<file path="src/rtl/fp_alu_sequencer_if.sv">
// Request, response and ALU-side signal bundle for fp_alu_sequencer.
// The sequencer takes the slave view; the environment/upstream side takes the master view.
interface fp_alu_sequencer_if;
  logic        in_valid;
  logic        in_ready;
  logic [2:0]  in_op;
  logic [31:0] in_a;
  logic [31:0] in_b;

  logic [31:0] alu_input1;
  logic [31:0] alu_input2;
  logic [2:0]  alu_operation;
  logic [31:0] alu_result;
  logic [5:0]  alu_flags;

  logic        out_valid;
  logic        out_ready;
  logic [31:0] out_result;
  logic [5:0]  out_flags;

  logic [5:0]  sticky_flags;
  logic        sticky_clear;

  modport slave (
    input  in_valid, in_op, in_a, in_b, alu_result, alu_flags, out_ready, sticky_clear,
    output in_ready, alu_input1, alu_input2, alu_operation, out_valid, out_result, out_flags,
           sticky_flags
  );

  modport master (
    output in_valid, in_op, in_a, in_b, alu_result, alu_flags, out_ready, sticky_clear,
    input  in_ready, alu_input1, alu_input2, alu_operation, out_valid, out_result, out_flags,
           sticky_flags
  );
endinterface

</file>
<file path="src/rtl/fp_alu_sequencer.sv">
// Issue/capture stage in front of a combinational FP ALU: holds operands for a per-opcode
// settle time, captures result and flags, and accumulates sticky exception flags.
module fp_alu_sequencer #(
  parameter int unsigned LAT_ADD  = 2,
  parameter int unsigned LAT_MUL  = 3,
  parameter int unsigned LAT_DIV  = 8,
  parameter int unsigned LAT_MISC = 1
) (
  input logic               clk,
  input logic               rst,
  fp_alu_sequencer_if.slave bus
);

  localparam logic [2:0] OpNop = 3'd0;
  localparam logic [2:0] OpAdd = 3'd1;
  localparam logic [2:0] OpSub = 3'd2;
  localparam logic [2:0] OpMul = 3'd3;
  localparam logic [2:0] OpDiv = 3'd4;

  typedef enum logic [1:0] {StIdle, StExec, StDone} state_e;

  state_e      state_q;
  logic [3:0]  cnt_q;
  logic [31:0] a_q;
  logic [31:0] b_q;
  logic [2:0]  op_q;
  logic        out_valid_q;
  logic [31:0] out_result_q;
  logic [5:0]  out_flags_q;
  logic [5:0]  sticky_q;

  logic        capture;
  logic [5:0]  cap_flags;

  function automatic logic [3:0] lat_of(input logic [2:0] op);
    unique case (op)
      OpAdd, OpSub: lat_of = 4'(LAT_ADD);
      OpMul:        lat_of = 4'(LAT_MUL);
      OpDiv:        lat_of = 4'(LAT_DIV);
      default:      lat_of = 4'(LAT_MISC);
    endcase
  endfunction

  always_comb begin
    capture   = (state_q == StExec) && (cnt_q == 4'd0);
    // NOP is a passthrough and never raises exceptions.
    cap_flags = (op_q == OpNop) ? 6'd0 : bus.alu_flags;
  end

  always_ff @(posedge clk) begin
    if (rst) begin
      state_q      <= StIdle;
      cnt_q        <= 4'd0;
      a_q          <= 32'd0;
      b_q          <= 32'd0;
      op_q         <= 3'd0;
      out_valid_q  <= 1'b0;
      out_result_q <= 32'd0;
      out_flags_q  <= 6'd0;
      sticky_q     <= 6'd0;
    end else begin
      unique case (state_q)
        StIdle: begin
          if (bus.in_valid) begin
            a_q     <= bus.in_a;
            b_q     <= bus.in_b;
            op_q    <= bus.in_op;
            cnt_q   <= lat_of(bus.in_op) - 4'd1;
            state_q <= StExec;
          end
        end
        StExec: begin
          if (cnt_q != 4'd0) begin
            cnt_q <= cnt_q - 4'd1;
          end else begin
            out_result_q <= bus.alu_result;
            out_flags_q  <= cap_flags;
            out_valid_q  <= 1'b1;
            state_q      <= StDone;
          end
        end
        StDone: begin
          if (bus.out_ready) begin
            out_valid_q <= 1'b0;
            state_q     <= StIdle;
          end
        end
        default: state_q <= StIdle;
      endcase

      // A clear coinciding with a capture keeps the new event.
      if (capture) begin
        sticky_q <= (bus.sticky_clear ? 6'd0 : sticky_q) | cap_flags;
      end else if (bus.sticky_clear) begin
        sticky_q <= 6'd0;
      end
    end
  end

  assign bus.in_ready      = (state_q == StIdle);
  assign bus.alu_input1    = a_q;
  assign bus.alu_input2    = b_q;
  assign bus.alu_operation = op_q;
  assign bus.out_valid     = out_valid_q;
  assign bus.out_result    = out_result_q;
  assign bus.out_flags     = out_flags_q;
  assign bus.sticky_flags  = sticky_q;

endmodule

</file>
<file path="src/flat_wrapper.sv">
// flat-port wrapper written by rule: the top's interface ports become plain ports
module fp_alu_sequencer_flat 
#(
  parameter int unsigned LAT_ADD  = 2,
  parameter int unsigned LAT_MUL  = 3,
  parameter int unsigned LAT_DIV  = 8,
  parameter int unsigned LAT_MISC = 1
)
  (clk, rst, bus_in_valid, bus_in_op, bus_in_a, bus_in_b, bus_alu_result, bus_alu_flags, bus_out_ready, bus_sticky_clear, bus_in_ready, bus_alu_input1, bus_alu_input2, bus_alu_operation, bus_out_valid, bus_out_result, bus_out_flags, bus_sticky_flags);
  fp_alu_sequencer_if bus_i ();
  input logic clk;
  input logic rst;
  input wire logic [$bits(bus_i.in_valid)-1:0] bus_in_valid;
  input wire logic [$bits(bus_i.in_op)-1:0] bus_in_op;
  input wire logic [$bits(bus_i.in_a)-1:0] bus_in_a;
  input wire logic [$bits(bus_i.in_b)-1:0] bus_in_b;
  input wire logic [$bits(bus_i.alu_result)-1:0] bus_alu_result;
  input wire logic [$bits(bus_i.alu_flags)-1:0] bus_alu_flags;
  input wire logic [$bits(bus_i.out_ready)-1:0] bus_out_ready;
  input wire logic [$bits(bus_i.sticky_clear)-1:0] bus_sticky_clear;
  output wire logic [$bits(bus_i.in_ready)-1:0] bus_in_ready;
  output wire logic [$bits(bus_i.alu_input1)-1:0] bus_alu_input1;
  output wire logic [$bits(bus_i.alu_input2)-1:0] bus_alu_input2;
  output wire logic [$bits(bus_i.alu_operation)-1:0] bus_alu_operation;
  output wire logic [$bits(bus_i.out_valid)-1:0] bus_out_valid;
  output wire logic [$bits(bus_i.out_result)-1:0] bus_out_result;
  output wire logic [$bits(bus_i.out_flags)-1:0] bus_out_flags;
  output wire logic [$bits(bus_i.sticky_flags)-1:0] bus_sticky_flags;
  assign bus_i.in_valid = bus_in_valid;
  assign bus_i.in_op = bus_in_op;
  assign bus_i.in_a = bus_in_a;
  assign bus_i.in_b = bus_in_b;
  assign bus_i.alu_result = bus_alu_result;
  assign bus_i.alu_flags = bus_alu_flags;
  assign bus_i.out_ready = bus_out_ready;
  assign bus_i.sticky_clear = bus_sticky_clear;
  assign bus_in_ready = bus_i.in_ready;
  assign bus_alu_input1 = bus_i.alu_input1;
  assign bus_alu_input2 = bus_i.alu_input2;
  assign bus_alu_operation = bus_i.alu_operation;
  assign bus_out_valid = bus_i.out_valid;
  assign bus_out_result = bus_i.out_result;
  assign bus_out_flags = bus_i.out_flags;
  assign bus_sticky_flags = bus_i.sticky_flags;
  fp_alu_sequencer #(.LAT_ADD(LAT_ADD), .LAT_MUL(LAT_MUL), .LAT_DIV(LAT_DIV), .LAT_MISC(LAT_MISC)) u_core (.clk(clk), .rst(rst), .bus(bus_i));
endmodule
</file>
<file path="config.mk">
export PLATFORM = sky130hd
export DESIGN_NAME = fp_alu_sequencer_flat
export DESIGN_NICKNAME = d
export VERILOG_FILES = /design/src/rtl/fp_alu_sequencer_if.sv /design/src/rtl/fp_alu_sequencer.sv /design/src/flat_wrapper.sv
export SDC_FILE = /design/constraint.sdc
export NUM_CORES = 1
export LEC_CHECK = 0
export BUFFER_PORTS_ARGS = -buffer_cell sky130_fd_sc_hd__clkbuf_2
export CAP_MARGIN = 25
export CELL_PAD_IN_SITES_DETAIL_PLACEMENT = 1
export CELL_PAD_IN_SITES_GLOBAL_PLACEMENT = 2
export CORE_MARGIN = 4
export CORE_UTILIZATION = 27
export CTS_BUF_LIST = sky130_fd_sc_hd__clkbuf_8
export DETAILED_ROUTE_END_ITERATION = 8
export GPL_TIMING_DRIVEN = 0
export MAX_ROUTING_LAYER = met4
export PLACE_DENSITY = 0.9
export SKIP_LAST_GASP = 1
export SLEW_MARGIN = 5
export SYNTH_ARGS = -nofsm -noshare
export SYNTH_HDL_FRONTEND = slang
export SYNTH_SLANG_ARGS = --single-unit
</file>
<file path="constraint.sdc">
create_clock -name clk -period 4.8 [get_ports clk]
set_clock_uncertainty 0.2 [all_clocks]
set_input_delay 0 -clock clk [delete_from_list [all_inputs] [get_ports clk]]
set_output_delay 0 -clock clk [all_outputs]
set_load 0.1 [all_outputs]
</file>
==> flow_summary.toml <==
[outcome]
status = "complete, no violations"

[global_route]
grt_use_met3_pct = 4.732
grt_pass1_wl_um = 28030
use_met2_pct = 33.74
use_met1_pct = 22.86
grt_max_degree = 17
grtUsageTotal_pct = 20.08
grt_pass1_vias = 5507
antenna_found_initial = 0
grt_remaining_overflow = 0
busiest_layer = "met2"

[die]
io_pins = 223
rows = 46
core_um2 = 15830
start_util_pct = 27.48
die_y_um = 134.9
die_w_um = 134.9
die_area_um2 = 18200

[timing]
period_share_pct = 39.74
final_hold_viol_count = 0
slew_headroom_pct = 58.01
tightest_slew_ns = 0.6298
setup_ws_ns = 2.893
slew_viol_final = 0
setup_violations = 0
grt_setup_unrepaired = "no"
fmax_mhz = 524.3
tns_ns = 0
period_minus_slack_ns = 1.907

[clock_network]
htree_levels = 4
cts_tree = "built"
cts_root_buffer = "clkbuf_8"
clock-sinks = 118
clk_pin_slew_ns = 0.07
cts_made_buffers = 17
post_cts_buffers = 0
clock_insertion_delay_worst_skew_ns = 0.42
clockBufferDepth = 2

[critical_path]
cp.arrival_ns = 2.04
path_class = "flop to flop"
start_kind = "flop"
slowest_delay_ns = 0.50
cp_max_fo = 9
crit_slowest_cell = "dfxtp_1"
critPathCaptureType = "flop"
path_cells = "nor2b_1 -> buf_2 -> nor3_1 -> a21oi_1 -> ha_1 -> nand4b_1 -> o21ai_0 -> nor4_1"
critical_path_required_ns = 4.93

[route]
drt_pass1_iterations = 4
drc = 0
wl_um = 17750
vias = 5073
drtIter0Drc = 161
routed_via_density = 4.574
antenna_left = 0
wl_per_cell_um = 16.01

[synth]
synth_cell_types = 35
synth_top_area_share_pct = 54.32
syn_avg_cell_area_um2 = 8.191
synthArstFlopShare_pct = 0
synth_seq_cells = 118
ys_seq_area_share_pct = 54.32
yosys_warnings = 0
synth_area_leaders = "dfxtp_1 54%, a21oi_1 13%, nand2_1 12%"
synth_ff_type = "dfxtp_1"
synth.most_common_cell = "nand2_1"
synth_nets = 642
synth_edf_count = 0
ys_top_cells_by_count = "136 x nand2_1, 118 x dfxtp_1, 116 x a21oi_1"
syn_inst = 531
yosys.area.top_type = "dfxtp_1"
syn_area_um2 = 4349

[placed_design]
placed_area_um2 = 5731
place_ws_ns = 2.893
gp_congestion = 0.7346
port_buffers = 222
dpl.hpwl_um = 11490
placedCellCount = 969

[cells_and_area]
seq_area_um2 = 2362
nFillCells = 1972
finalNetCount = 991
n_antenna_cell = 0
fin_area_um2 = 7228
finalNonFillerCells = 1109
drive_gt1_share_pct = 31.80
multiInputGateArea_um2 = 1745
areaGrowthSynthToFinish_pct = 66.20

[worst_hold_path]
min_path_type = "primary input to flop"

[power_and_ir_drop]
leakagePower_nw = 3.193
power_density_nw_per_um2 = 422.1
max-vdd-ir-drop_v = 0.0002701

[flow_run]
maxCapViolCount = 0
[cell usage in the layout, fill, tap and decap left out, types with 2 or more instances in the layout]
| cell type | count |
|---|---|
| nor3_1 | 2 |
| a21oi_1 | 116 |
| or3_1 | 2 |
| o211ai_1 | 2 |
| clkinv_2 | 5 |
| clkinvlp_4 | 3 |
| nor2_1 | 4 |
| o21ai_0 | 21 |
| buf_2 | 21 |
| clkbuf_8 | 19 |
| dfxtp_1 | 118 |
| clkbuf_2 | 223 |
| or3b_1 | 2 |
| dlygate4sd3_1 | 108 |
| o21ai_1 | 20 |
| nand4_1 | 6 |
| clkbuf_1 | 20 |
| bufinv_16 | 3 |
| nand2_1 | 136 |
| clkinv_4 | 2 |
| nand2b_1 | 6 |
| nand3_1 | 32 |
| buf_6 | 4 |
[logic make-up after synthesis]
group,after synthesis,synth area share [%]
buf+inv,48,5.552
mux,1,0.2302
simple gates,199,20.14
xor+xnor,1,0.2014
flops,118,54.32
fa+ha+maj,1,0.2876
compound gates,163,19.28
[what timing repair did]
item | CTS | global route
endpoints found under the hold margin | 115 | 0
resized for setup | 0 | 0
endpoints found under the setup margin | 0 | 0
hold buffers | 108 | 0
[routing by layer]
metal | vias up | share of wire [%]
li1 | 2516 | -
met4 | 0 | 2.6
met1 | 2370 | 42
met3 | 34 | 4.9
met5 | - | 0
met2 | 153 | 50
[through the flow]
step / hold WS [ns] / total power, W / util, %
global route: 0.1136 / 0.003192 / 45.67
CTS: 0.09913 / 0.003076 / 45.67
floorplan: -0.06401 / 0.001833 / -
global placement: 0.02600 / 0.002037 / 36.21
detailed placement: 0.03058 / 0.002042 / 36.21
finish: 0.1340 / 0.003051 / 45.67
[sequential cells by signal, indices dropped and copies added (netlist names)]
| name | flops |
|---|---|
| u_core.state_q | 2 |
| u_core.cnt_q | 4 |
| u_core.bus.out_flags | 6 |
| u_core.bus.alu_input1 | 32 |
| u_core.bus.alu_input2 | 32 |
| u_core.bus.out_result | 32 |
| u_core.bus.sticky_flags | 6 |
| u_core.bus.out_valid | 1 |
| u_core.bus.alu_operation | 3 |
[worst paths after layout]
kind | cells past startpoint | to | start | slack [ns]
max | 8 | u_core.cnt_q[2] | u_core.state_q[1] | 2.89
min | 5 | u_core.cnt_q[2] | bus_in_valid | 0.13
max reg2reg | 8 | u_core.cnt_q[2] | u_core.state_q[1] | 2.89
min reg2reg | 2 | u_core.bus.alu_input2[14] | u_core.bus.alu_input2[14] | 0.26
[worst max-delay path: cells and delay by family, from the launching register on]
kind,cells,cell delay [ns]
flops,1,0.50
simple gates,4,0.57
fa+ha+maj,1,0.21
compound gates,2,0.15
buf+inv,1,0.19
[power by group]
part	switching (W)	internal, W	total, W	leakage (nW)
sequential	0.0000421	0.00105	0.00109	0.965
combinational	0.000778	0.000227	0.00101	2.02
clock	0.000416	0.000537	0.000953	0.207
total	0.00124	0.00182	0.00305	3.19
[cell type report]
class | instances | share of cell area, %
sequential | 118 | 32.68
tap | 216 | 3.739
buffer | 47 | 3.289
clock buffer | 19 | 3.618
clock inverter | 13 | 2.146
inverter | 1 | 0.05193
multi-input combinational | 365 | 24.15
timing repair buffer | 330 | 30.33
(Power assumes the default switching activity.)
